$ cat config.mk
export PLATFORM = sky130hd
export DESIGN_NAME = target_score_tracker
export DESIGN_NICKNAME = d
export VERILOG_FILES = /design/src/rtl/target_score_tracker.sv
export SDC_FILE = /design/constraint.sdc
export NUM_CORES = 1
export LEC_CHECK = 0
export ABC_AREA = 1
export CAP_MARGIN = 5
export CORE_MARGIN = 2
export CORE_UTILIZATION = 45
export CTS_CLUSTER_DIAMETER = 80
export CTS_CLUSTER_SIZE = 20
export DETAILED_ROUTE_END_ITERATION = 12
export PLACE_DENSITY = 0.8
export REMOVE_ABC_BUFFERS = 1
export SETUP_SLACK_MARGIN = 0.1
export SLEW_MARGIN = 15
export SYNTH_ARGS = -nofsm -noshare
export SYNTH_HDL_FRONTEND = slang
export SYNTH_SLANG_ARGS = --single-unit
export TNS_END_PERCENT = 50
$ cat constraint.sdc
create_clock -name CLK -period 3.7 [get_ports CLK]
set_input_delay 0.925 -clock CLK [delete_from_list [all_inputs] [get_ports CLK]]
set_output_delay 0.925 -clock CLK [all_outputs]
set_load 0.005 [all_outputs]
$ cat src/rtl/target_score_tracker.sv
// ============================================================================
// target_score_tracker: places pseudo-random targets on the grid during GAME,
// detects head-on-target hits and keeps a saturating 4-bit score.
// Revision: 1.0
// ============================================================================
`default_nettype none

module target_score_tracker #(
   parameter int unsigned X_CELLS = 160,
   parameter int unsigned Y_CELLS = 120,
   parameter logic [7:0]  X_SEED  = 8'hA5,
   parameter logic [6:0]  Y_SEED  = 7'h3B,
   parameter logic [7:0]  X_INIT  = 8'd80,
   parameter logic [6:0]  Y_INIT  = 7'd60
) (
   input  logic       CLK,
   input  logic       RESET,
   input  logic [1:0] MSM_STATE,
   input  logic [7:0] HEAD_X,
   input  logic [6:0] HEAD_Y,
   output logic [7:0] TARGET_X,
   output logic [6:0] TARGET_Y,
   output logic [3:0] SCORE,
   output logic       TARGET_HIT
);

   localparam logic [1:0] S_IDLE   = 2'd0;
   localparam logic [1:0] S_PLACE  = 2'd1;
   localparam logic [1:0] S_ACTIVE = 2'd2;
   localparam logic [1:0] S_HOLD   = 2'd3;

   localparam logic [1:0] c_MSM_GAME = 2'd1;
   localparam logic [1:0] c_MSM_WIN  = 2'd2;

   localparam logic [8:0] c_X_LIM = 9'(X_CELLS);
   localparam logic [7:0] c_Y_LIM = 8'(Y_CELLS);

   logic [1:0] state_q, state_d;
   logic [7:0] lfsr_x_q, lfsr_x_d;
   logic [6:0] lfsr_y_q, lfsr_y_d;
   logic [7:0] tgt_x_q, tgt_x_d;
   logic [6:0] tgt_y_q, tgt_y_d;
   logic [3:0] score_q, score_d;
   logic       hit_q, hit_d;

   logic       w_msm_idle;
   logic       w_sample_ok;
   logic       w_on_target;

   // MSM value 3 is unused and behaves exactly like IDLE
   assign w_msm_idle  = (MSM_STATE != c_MSM_GAME) && (MSM_STATE != c_MSM_WIN);
   assign w_sample_ok = ({1'b0, lfsr_x_q} < c_X_LIM) && ({1'b0, lfsr_y_q} < c_Y_LIM)
                        && !((lfsr_x_q == HEAD_X) && (lfsr_y_q == HEAD_Y));
   assign w_on_target = (HEAD_X == tgt_x_q) && (HEAD_Y == tgt_y_q);

   always_comb begin
      lfsr_x_d = {lfsr_x_q[6:0], lfsr_x_q[7] ^ lfsr_x_q[5] ^ lfsr_x_q[4] ^ lfsr_x_q[3]};
      lfsr_y_d = {lfsr_y_q[5:0], lfsr_y_q[6] ^ lfsr_y_q[5]};
      state_d  = state_q;
      tgt_x_d  = tgt_x_q;
      tgt_y_d  = tgt_y_q;
      score_d  = score_q;
      hit_d    = 1'b0;

      case (state_q)
         S_IDLE: begin
            score_d = 4'd0;
            if (MSM_STATE == c_MSM_GAME) begin
               state_d = S_PLACE;
            end
         end
         S_PLACE: begin
            if (w_msm_idle) begin
               state_d = S_IDLE;
               score_d = 4'd0;
            end else if (MSM_STATE == c_MSM_WIN) begin
               state_d = S_HOLD;
            end else if (w_sample_ok) begin
               tgt_x_d = lfsr_x_q;
               tgt_y_d = lfsr_y_q;
               state_d = S_ACTIVE;
            end
         end
         S_ACTIVE: begin
            // Leaving GAME overrides a coincident hit: no score, no pulse
            if (w_msm_idle) begin
               state_d = S_IDLE;
               score_d = 4'd0;
            end else if (MSM_STATE == c_MSM_WIN) begin
               state_d = S_HOLD;
            end else if (w_on_target) begin
               score_d = (score_q == 4'hF) ? score_q : score_q + 4'd1;
               hit_d   = 1'b1;
               state_d = S_PLACE;
            end
         end
         S_HOLD: begin
            if (w_msm_idle) begin
               state_d = S_IDLE;
               score_d = 4'd0;
            end
         end
         default: begin
            state_d = S_IDLE;
         end
      endcase
   end

   always_ff @(posedge CLK) begin
      if (!RESET) begin
         state_q  <= S_IDLE;
         lfsr_x_q <= X_SEED;
         lfsr_y_q <= Y_SEED;
         tgt_x_q  <= X_INIT;
         tgt_y_q  <= Y_INIT;
         score_q  <= 4'd0;
         hit_q    <= 1'b0;
      end else begin
         state_q  <= state_d;
         lfsr_x_q <= lfsr_x_d;
         lfsr_y_q <= lfsr_y_d;
         tgt_x_q  <= tgt_x_d;
         tgt_y_q  <= tgt_y_d;
         score_q  <= score_d;
         hit_q    <= hit_d;
      end
   end

   assign TARGET_X   = tgt_x_q;
   assign TARGET_Y   = tgt_y_q;
   assign SCORE      = score_q;
   assign TARGET_HIT = hit_q;

endmodule

`default_nettype wire

---- After elaboration in Yosys (flattened, before gate mapping) ----
Index checks and enable logic that the tools add are counted.
word-level totals
  register bits ........................... 37
  output and inout bits ................... 20
  bits in read-only memories .............. 0
  memory bits (writable) .................. 0
  memories kept ........................... 0
  latch bits .............................. 0
  input bits .............................. 19
operators by class
  bitwise gates (word level) .............. 8
  shift operators ......................... 0
  add/sub/neg operators ................... 1
  multiplexer cells ....................... 16
  $mul .................................... 0
  eq/ne operators ......................... 20
  $lt $le $gt $ge ......................... 2
  reductions and logical operators ........ 12
  divide/modulo/power cells ............... 0
operator list
  kind                                                                   number
  4-bit two-way mux                                                      5
  8-bit equality test                                                    2
  2-bit two-way mux                                                      8
  7-bit equality test                                                    2
  4-bit case mux with 3 select lines                                     1
  4-bit AND reduction                                                    3
  3-bit != test, second input constant                                   3
  8-bit < comparator, second input constant                              1
  4-bit != test, second input constant                                   2
  2-bit case mux with 4 select lines                                     1
  7-bit < comparator, second input constant                              1
  2-bit equality test, second input constant                             3
  2-bit != test, second input constant                                   3
  1-bit logical AND                                                      5
  4-bit by 1-bit adder with 4-bit output, second input constant          1
  2-bit by 1-bit equality test with 1-bit output, second input constant  2
  4-bit equality test, second input constant                             1
  2-bit by 1-bit != test with 1-bit output, second input constant        2
  1-bit NOT                                                              4
  4-bit OR reduction                                                     1
  1-bit bitwise XOR                                                      4
  2-bit zero test                                                        1
  2-bit OR reduction                                                     1
  1-bit zero test                                                        1
  1-bit two-way mux                                                      1

---- Logic depth before layout (Yosys ltp) ----
Gate-level depths: netlist of run 1.
  word-level depth ........................ 8
  depth in mapped cells ................... 13

---- Worst setup path before layout of run 1 ----
No wires, ideal clock.
  path kind ............................... input-to-reg
  from .................................... input port MSM_STATE[0]
  to ...................................... register score_q[0] (netlist: SCORE[0])
  setup slack ............................. 1.614 ns
  buffers on the path ..................... 0
  data required time ...................... 3.630 ns
  arrival ................................. 2.016 ns
  library setup time ...................... 0.070 ns
  stages on the path ...................... 9
  path through ............................ inv_1 > ha_1 > inv_1 > nand2_1 > nand2_1 > a41oi_1 > nand2_2 > or2_1 > a21oi_1
on the way
  longest elaborated chain between the ends .. 4
  elaborated cells between the ends (all ways) .. 11
  classes of those cells .................. eq/ne (7); mux (2); reduce/logical (2)
ends and longest elaborated chain
  element                                                                                     line  source
  from (decl)                                                                                 18    input logic [1:0] MSM_STATE,
  2-bit by 1-bit != test with 1-bit output or 2-bit != test (tied branches)                   51    assign w_msm_idle = (MSM_STATE != c_MSM_GAME) && (MSM_STATE != c_MSM_WIN);
  1-bit logical AND                                                                           51
  3-bit != test (no source line) (tied with other cells)                                      n/a
  4-bit AND reduction (no source line) or 4-bit case mux with 3 select lines (tied branches)  n/a
  to (signal assigned)                                                                        124   score_q <= score_d;
  to (decl)                                                                                   43    logic [3:0] score_q, score_d;
Parallel ways exist; a longest one is shown, timed or not.
A chain may end at the register's enable or synchronous reset.

---- Worst setup path in the final report of run 1 ----
  from .................................... input port HEAD_Y[5]
  to ...................................... register tgt_x_q[1] (netlist: TARGET_X[1])
on the way
  longest elaborated chain between the ends .. 5
ends and longest elaborated chain
  element                               line  source
  from (decl)                           20    input logic [6:0] HEAD_Y,
  7-bit equality test                   53    && !((lfsr_x_q == HEAD_X) && (lfsr_y_q == HEAD_Y));
  1-bit logical AND                     53
  1-bit zero test                       53
  1-bit logical AND                     53
  4-bit AND reduction (no source line)  n/a
  to (signal assigned)                  122   tgt_x_q <= tgt_x_d;
  to (decl)                             41    logic [7:0] tgt_x_q, tgt_x_d;
Every way passes these cells.

==> results of run 1 <==
cells in the mapped netlist (all sizes together):
master,instances
a21oi,12
a31oi,1
a41oi,1
buf,4
clkbuf,1
dfxtp,37
ha,4
inv,44
nand2,103
nand3,9
nor2,33
nor4,1
o211ai,5
o21a,1
o21ai,6
o21bai,1
or2,2
xnor2,4
xor2,14
power groups by stage:
stage | logic, mW | registers, mW | clock network (mW)
2_1_floorplan | 0.158 | 0.465 | 0
3_3_place_gp | 0.231 | 0.470 | 0
3_5_place_dp | 0.240 | 0.471 | 0
4_1_cts | 0.242 | 0.462 | 0.287
5_1_grt | 0.273 | 0.468 | 0.307
6_report | 0.240 | 0.462 | 0.279
layout by cell type (no fill, tap or decap):
cell / count
nand2_1: 91
o21bai_1: 1
ha_1: 4
o21ai_0: 6
inv_2: 5
nand2_4: 1
clkbuf_8: 6
clkdlybuf4s50_1: 38
nor2_4: 1
o211ai_2: 5
a21oi_2: 9
dfxtp_1: 37
clkbuf_1: 1
a31oi_1: 1
buf_4: 1
inv_1: 39
or2_2: 1
nand3_1: 9
o21a_1: 1
a21oi_1: 3
a41oi_1: 1
nor4_1: 1
xnor2_1: 4
nand2_2: 11
or2_1: 1
nor2_1: 32
xor2_1: 14
metrics by stage:
stage                util  setup WS, ps  hold WS (ps)
finish              0.579          1170           465
global route        0.579           984           498
CTS                 0.579          1180           467
detailed placement  0.559           875           455
global placement    0.559           924           457
floorplan               -          1610           433
cell type report:
| type | count | share of cell area |
|---|---|---|
| well taps | 52 | 0.0262 |
| clock buffers | 7 | 0.0347 |
| multi-input cells | 197 | 0.419 |
| repair buffers | 39 | 0.156 |
| flip-flops and latches | 37 | 0.298 |
| inverters | 44 | 0.0664 |
kinds of logic (layout without fill, tap and decap cells):
family / after synthesis / after routing / synth area share
AO/OA/AOI/OAI: 27 / 27 / 0.109
flip-flops: 37 / 37 / 0.372
buffers and inverters: 49 / 90 / 0.104
XOR/XNOR: 18 / 18 / 0.0792
AND/OR/NAND/NOR: 148 / 148 / 0.310
adder cells (fa/ha/maj): 4 / 4 / 0.0252
worst max-delay path: stages:
cell,delay (ps)
clkdlybuf4s50_1,520
nand2_1,80
inv_1,60
nor2_1,40
nor2_1,90
nand2_1,80
nor2_1,110
nand2_1,80
nand2_2,90
nor2_4,40
nand2_4,240
inv_2,160
nand2_1,110
a21oi_2,50
registers in the layout, summed over array words and instances (netlist names):
register    count
SCORE           4
TARGET_HIT      1
TARGET_X        8
TARGET_Y        7
lfsr_x_q        8
lfsr_y_q        7
state_q         2
worst max path at each step:
stage / cells past startpoint / endpoint / slack, ps / start
after floorplan: 9 / SCORE[0] / 1610 / MSM_STATE[0]
after global placement: 14 / TARGET_X[5] / 920 / HEAD_Y[4]
after detailed placement: 14 / TARGET_Y[1] / 880 / HEAD_Y[1]
after CTS: 14 / TARGET_Y[1] / 1180 / HEAD_Y[1]
after global routing: 14 / TARGET_Y[6] / 980 / HEAD_Y[4]
final: 14 / TARGET_X[1] / 1170 / HEAD_Y[5]
layer usage:
layer  vias up  track usage
li1        938            -
met1       777        0.221
met2        37        0.312
met3         5       0.0303
met4         0       0.0812
met5         -            0
==> impl_metrics.yaml, run 1 <==
floorplanning:
  die_h_um: 70.5
  chipWidth_um: 70.5
  core_area_sq_um: 4290
  rows: 24
  initial_utilization: 0.463
  die-area_sq_um: 4970
  io_pins: 39
setup_path:
  rr_worst_depth: 13
  start_kind: "input port"
  r2r_start: "lfsr_y_q[5]"
  path_max_fanout: 21
  required_ps: 3850
  worstPathArrival_ps: 2680
  worstSetupPathType: "input port to flop"
  timing.rr.end: "TARGET_X[1]"
  end_kind: "flop"
  r2r_setup_slack_ps: 1910
routing:
  routedWlPerCell_um: 10.9
  dr.pass1.iters: 4
  via_per_inst: 4.67
  route.met2.wl_um: 2020
  vias: 1757
  drc: 0
  drtIter0Drc: 100
  met3_length_um: 159
  drtAntennaViolNets: 0
  highest_layer: "met4"
  wl_met1_um: 1880
  wl_um: 4120
place:
  dpl.hpwl_um: 3130
  gp_congestion: 0.808
  io_buffers: 38
  place_inst: 369
  place_area_sq_um: 2400
yosys:
  syn-instance-count: 283
  ys_ff_latch: 37
  syn_area_per_cell_sq_um: 7.03
  yosysSeqAreaShare: 0.372
  synth_area_leaders: "dfxtp_1 37%, nand2_1 17%, inv_1 7.4%"
  synthDistinctLibCells: 27
  netlist.area_leader.share: 0.372
  yosysTopAreaCell: "dfxtp_1"
  syn_area_sq_um: 1990
  yosysWarnings: 0
sta:
  finalSetupViolCount: 0
  tns_ps: 0
  skew_ps: 6.37
  fin_crit_ps: 2530
  relSlewSlack: 0.604
  grt_setup_unrepaired: "no"
  maxSlewViolCount: 0
  max_slew.worst_pin.slew_ps: 593
  fin_crit_sh: 0.684
  final-hold-violation-count: 0
  max_freq_mhz: 395
pwr:
  seq_power_share: 0.471
  p_sw_uw: 298
  leakagePower_nw: 1.22
  clkPwrFrac: 0.284
  vdd_drop_max_v: 0.000270
  intPower_uw: 684
  combPwrFrac: 0.245
  p_per_area_nw_per_um2: 395
  power_uw: 982
  swShare: 0.303
layout:
  multi_input_area_sq_um: 1040
  antennaDiodeCount: 0
  fill_cells: 409
  stdcell_count: 376
  drive_gt1_frac: 0.123
  regArea_sq_um: 741
  stdcell_area_sq_um: 2490
  nets: 347
  areaGrowthSynthToFinish_pct: 25.0
hold_path:
  hold_end: "lfsr_x_q[3]"
  hold_class: "flop to flop"
  worstHoldStart: "lfsr_x_q[2]"
  min_delay_path_depth: 2
clock_tree:
  cts_setup_buffers: 0
  clockBufferDepth: 2
  clock_sinks: 37
  h-tree-depth: 2
  cts_root_buffer: "clkbuf_8"
  cts-resized-gates: 0
  clkSlewWorstSetupHoldPaths_ps: 60
  cts_tree: "built"
  ctsHoldBuffers: 0
  clkLatencyLatePin_ps: 290
  cts_buffers: 5
flow_run:
  max-cap-violations: 0
run_status:
  status: "finished, final reports clean"
global_routing:
  grtUsageTotal: 0.182
  antenna_found_initial: 0
  grt-ovfl-total: 0
  grt_max_degree: 23
  grt_pass1_wl_um: 7190
  grt_pass1_vias: 1659
(Power assumes the default switching activity.)
==> run 2, diff against run 1 <==
clock period = 2.6 ns   (was 3.7 ns; I/O delays follow)
==> impl_metrics.yaml, run 2 (synthesized netlist as in run 1, its figures left out) <==
run_status:
  status: "finished, final reports clean"
setup_path:
  r2r_start: "lfsr_x_q[7]"
  worstPathCellList: "clkdlybuf4s50_1 -> inv_1 -> ha_1 -> inv_1 -> nand2_1 -> nand2_1 -> a41oi_1 -> nand2_2 -> or2_1 -> a21oi_1"
  slowest_stage: "clkdlybuf4s50_1"
  required_ps: 2820
  slowest_delay_ps: 480
  end_kind: "flop"
  r2r_setup_slack_ps: 990
  worstPathArrival_ps: 2380
  worstSetupPathType: "input port to flop"
  rr_worst_depth: 13
  start_kind: "input port"
  path_max_fanout: 6
  timing.rr.end: "TARGET_Y[6]"
global_routing:
  grt_pass1_wl_um: 6930
  grt_max_degree: 13
  grt-ovfl-total: 0
  antenna_found_initial: 0
  grtUsageTotal: 0.175
  grt_pass1_vias: 1607
pwr:
  power_mw: 1.41
  p_sw_uw: 427
  combPwrFrac: 0.247
  vdd_drop_max_v: 0.000313
  seq_power_share: 0.466
  leakagePower_nw: 1.24
  swShare: 0.304
  clkPwrFrac: 0.287
  p_per_area_nw_per_um2: 556
  intPower_uw: 979
sta:
  skew_ps: 4.62
  maxSlewViolCount: 0
  fin_crit_sh: 0.832
  holdWs_ps: 472
  final-hold-violation-count: 0
  tns_ps: 0
  max_slew.worst_pin.slew_ps: 409
  relSlewSlack: 0.727
  max_freq_mhz: 462
  grt_setup_unrepaired: "no"
  finalSetupViolCount: 0
  fin_crit_ps: 2160
clock_tree:
  cts_buffers: 5
  cts_tree: "built"
  clkLatencyLatePin_ps: 290
  h-tree-depth: 2
  ctsHoldBuffers: 0
  cts_root_buffer: "clkbuf_8"
  clock_sinks: 37
  clockBufferDepth: 2
  cts_setup_buffers: 0
  cts-resized-gates: 0
  clkSlewWorstSetupHoldPaths_ps: 70
routing:
  drc: 0
  routedWlPerCell_um: 10.8
  dr.pass1.iters: 6
  drtAntennaViolNets: 0
  drtIter0Drc: 48
  via_per_inst: 4.65
  wl_um: 4110
  vias: 1768
floorplanning:
  io_pins: 39
  die_h_um: 70.5
  initial_utilization: 0.463
  chipWidth_um: 70.5
  rows: 24
  die-area_sq_um: 4970
  core_area_sq_um: 4290
place:
  dpl.hpwl_um: 3150
  io_buffers: 38
  gp_congestion: 0.846
  place_inst: 373
layout:
  drive_gt1_frac: 0.134
  regArea_sq_um: 741
  fill_cells: 402
  areaGrowthSynthToFinish_pct: 27.1
  fin_util: 0.589
  mostFrequentLayoutCell: "nand2_1"
  antennaDiodeCount: 0
  stdcell_count: 380
  layout_common_cells: "91 x nand2_1, 39 x inv_1, 38 x clkdlybuf4s50_1"
  multi_input_area_sq_um: 1040
  nets: 351
hold_path:
  min_delay_path_depth: 2
  hold_end: "lfsr_y_q[3]"
  worstHoldStart: "lfsr_y_q[2]"
  hold_class: "flop to flop"
flow_run:
  max-cap-violations: 0
[run 2: changes by cell type in the layout (fill, tap and decap cells not counted)]
cell,before,now
buf_4,1,4
buf_12,0,1
[run 2: layer usage]
metal  wire [um]  part of all wire  vias up  track usage
li1            -                 -      943            -
met1        1840              0.45      777        0.218
met3         225             0.055        4       0.0491
met4          38            0.0092        0       0.0513
met5           0                 0        -            0
met2        2010              0.49       44        0.292
[run 2: per-stage QoR]
stage	setup WS (ps)	area, sq um
after CTS	442	2530
after detailed placement	134	2440
final	438	2530
after global routing	282	2530
after global placement	229	2440
after floorplan	789	1950
[run 2: cell type report]
| type | count | share of cell area |
|---|---|---|
| sequential | 37 | 0.293 |
| clock buffer | 7 | 0.0341 |
| multi-input combinational | 197 | 0.412 |
| inverter | 44 | 0.0653 |
| tap | 52 | 0.0257 |
| timing repair buffer | 43 | 0.170 |
[run 2: power groups by stage]
stage	Combinational [mW]	Clock [mW]	Sequential (mW)
global route	0.396	0.437	0.663
finish	0.348	0.404	0.655
global placement	0.337	0	0.667
CTS	0.350	0.408	0.655
detailed placement	0.349	0	0.668
floorplan	0.225	0	0.662
[run 2: how the worst max path moves through the flow]
stage	from	to	slack, ps	depth (start not counted)
floorplan	MSM_STATE[0]	SCORE[0]	790	9
global placement	MSM_STATE[0]	SCORE[0]	230	10
detailed placement	MSM_STATE[0]	SCORE[0]	130	10
CTS	MSM_STATE[0]	SCORE[0]	440	10
global route	MSM_STATE[0]	SCORE[0]	280	10
finish	MSM_STATE[0]	SCORE[0]	440	10
[run 2: critical path, delay by kind of cell]
kind                     cells  cell delay, ps
AND/OR/NAND/NOR              4             500
buffers and inverters        3             610
AO/OA/AOI/OAI                2             320
adder cells (fa/ha/maj)      1             290
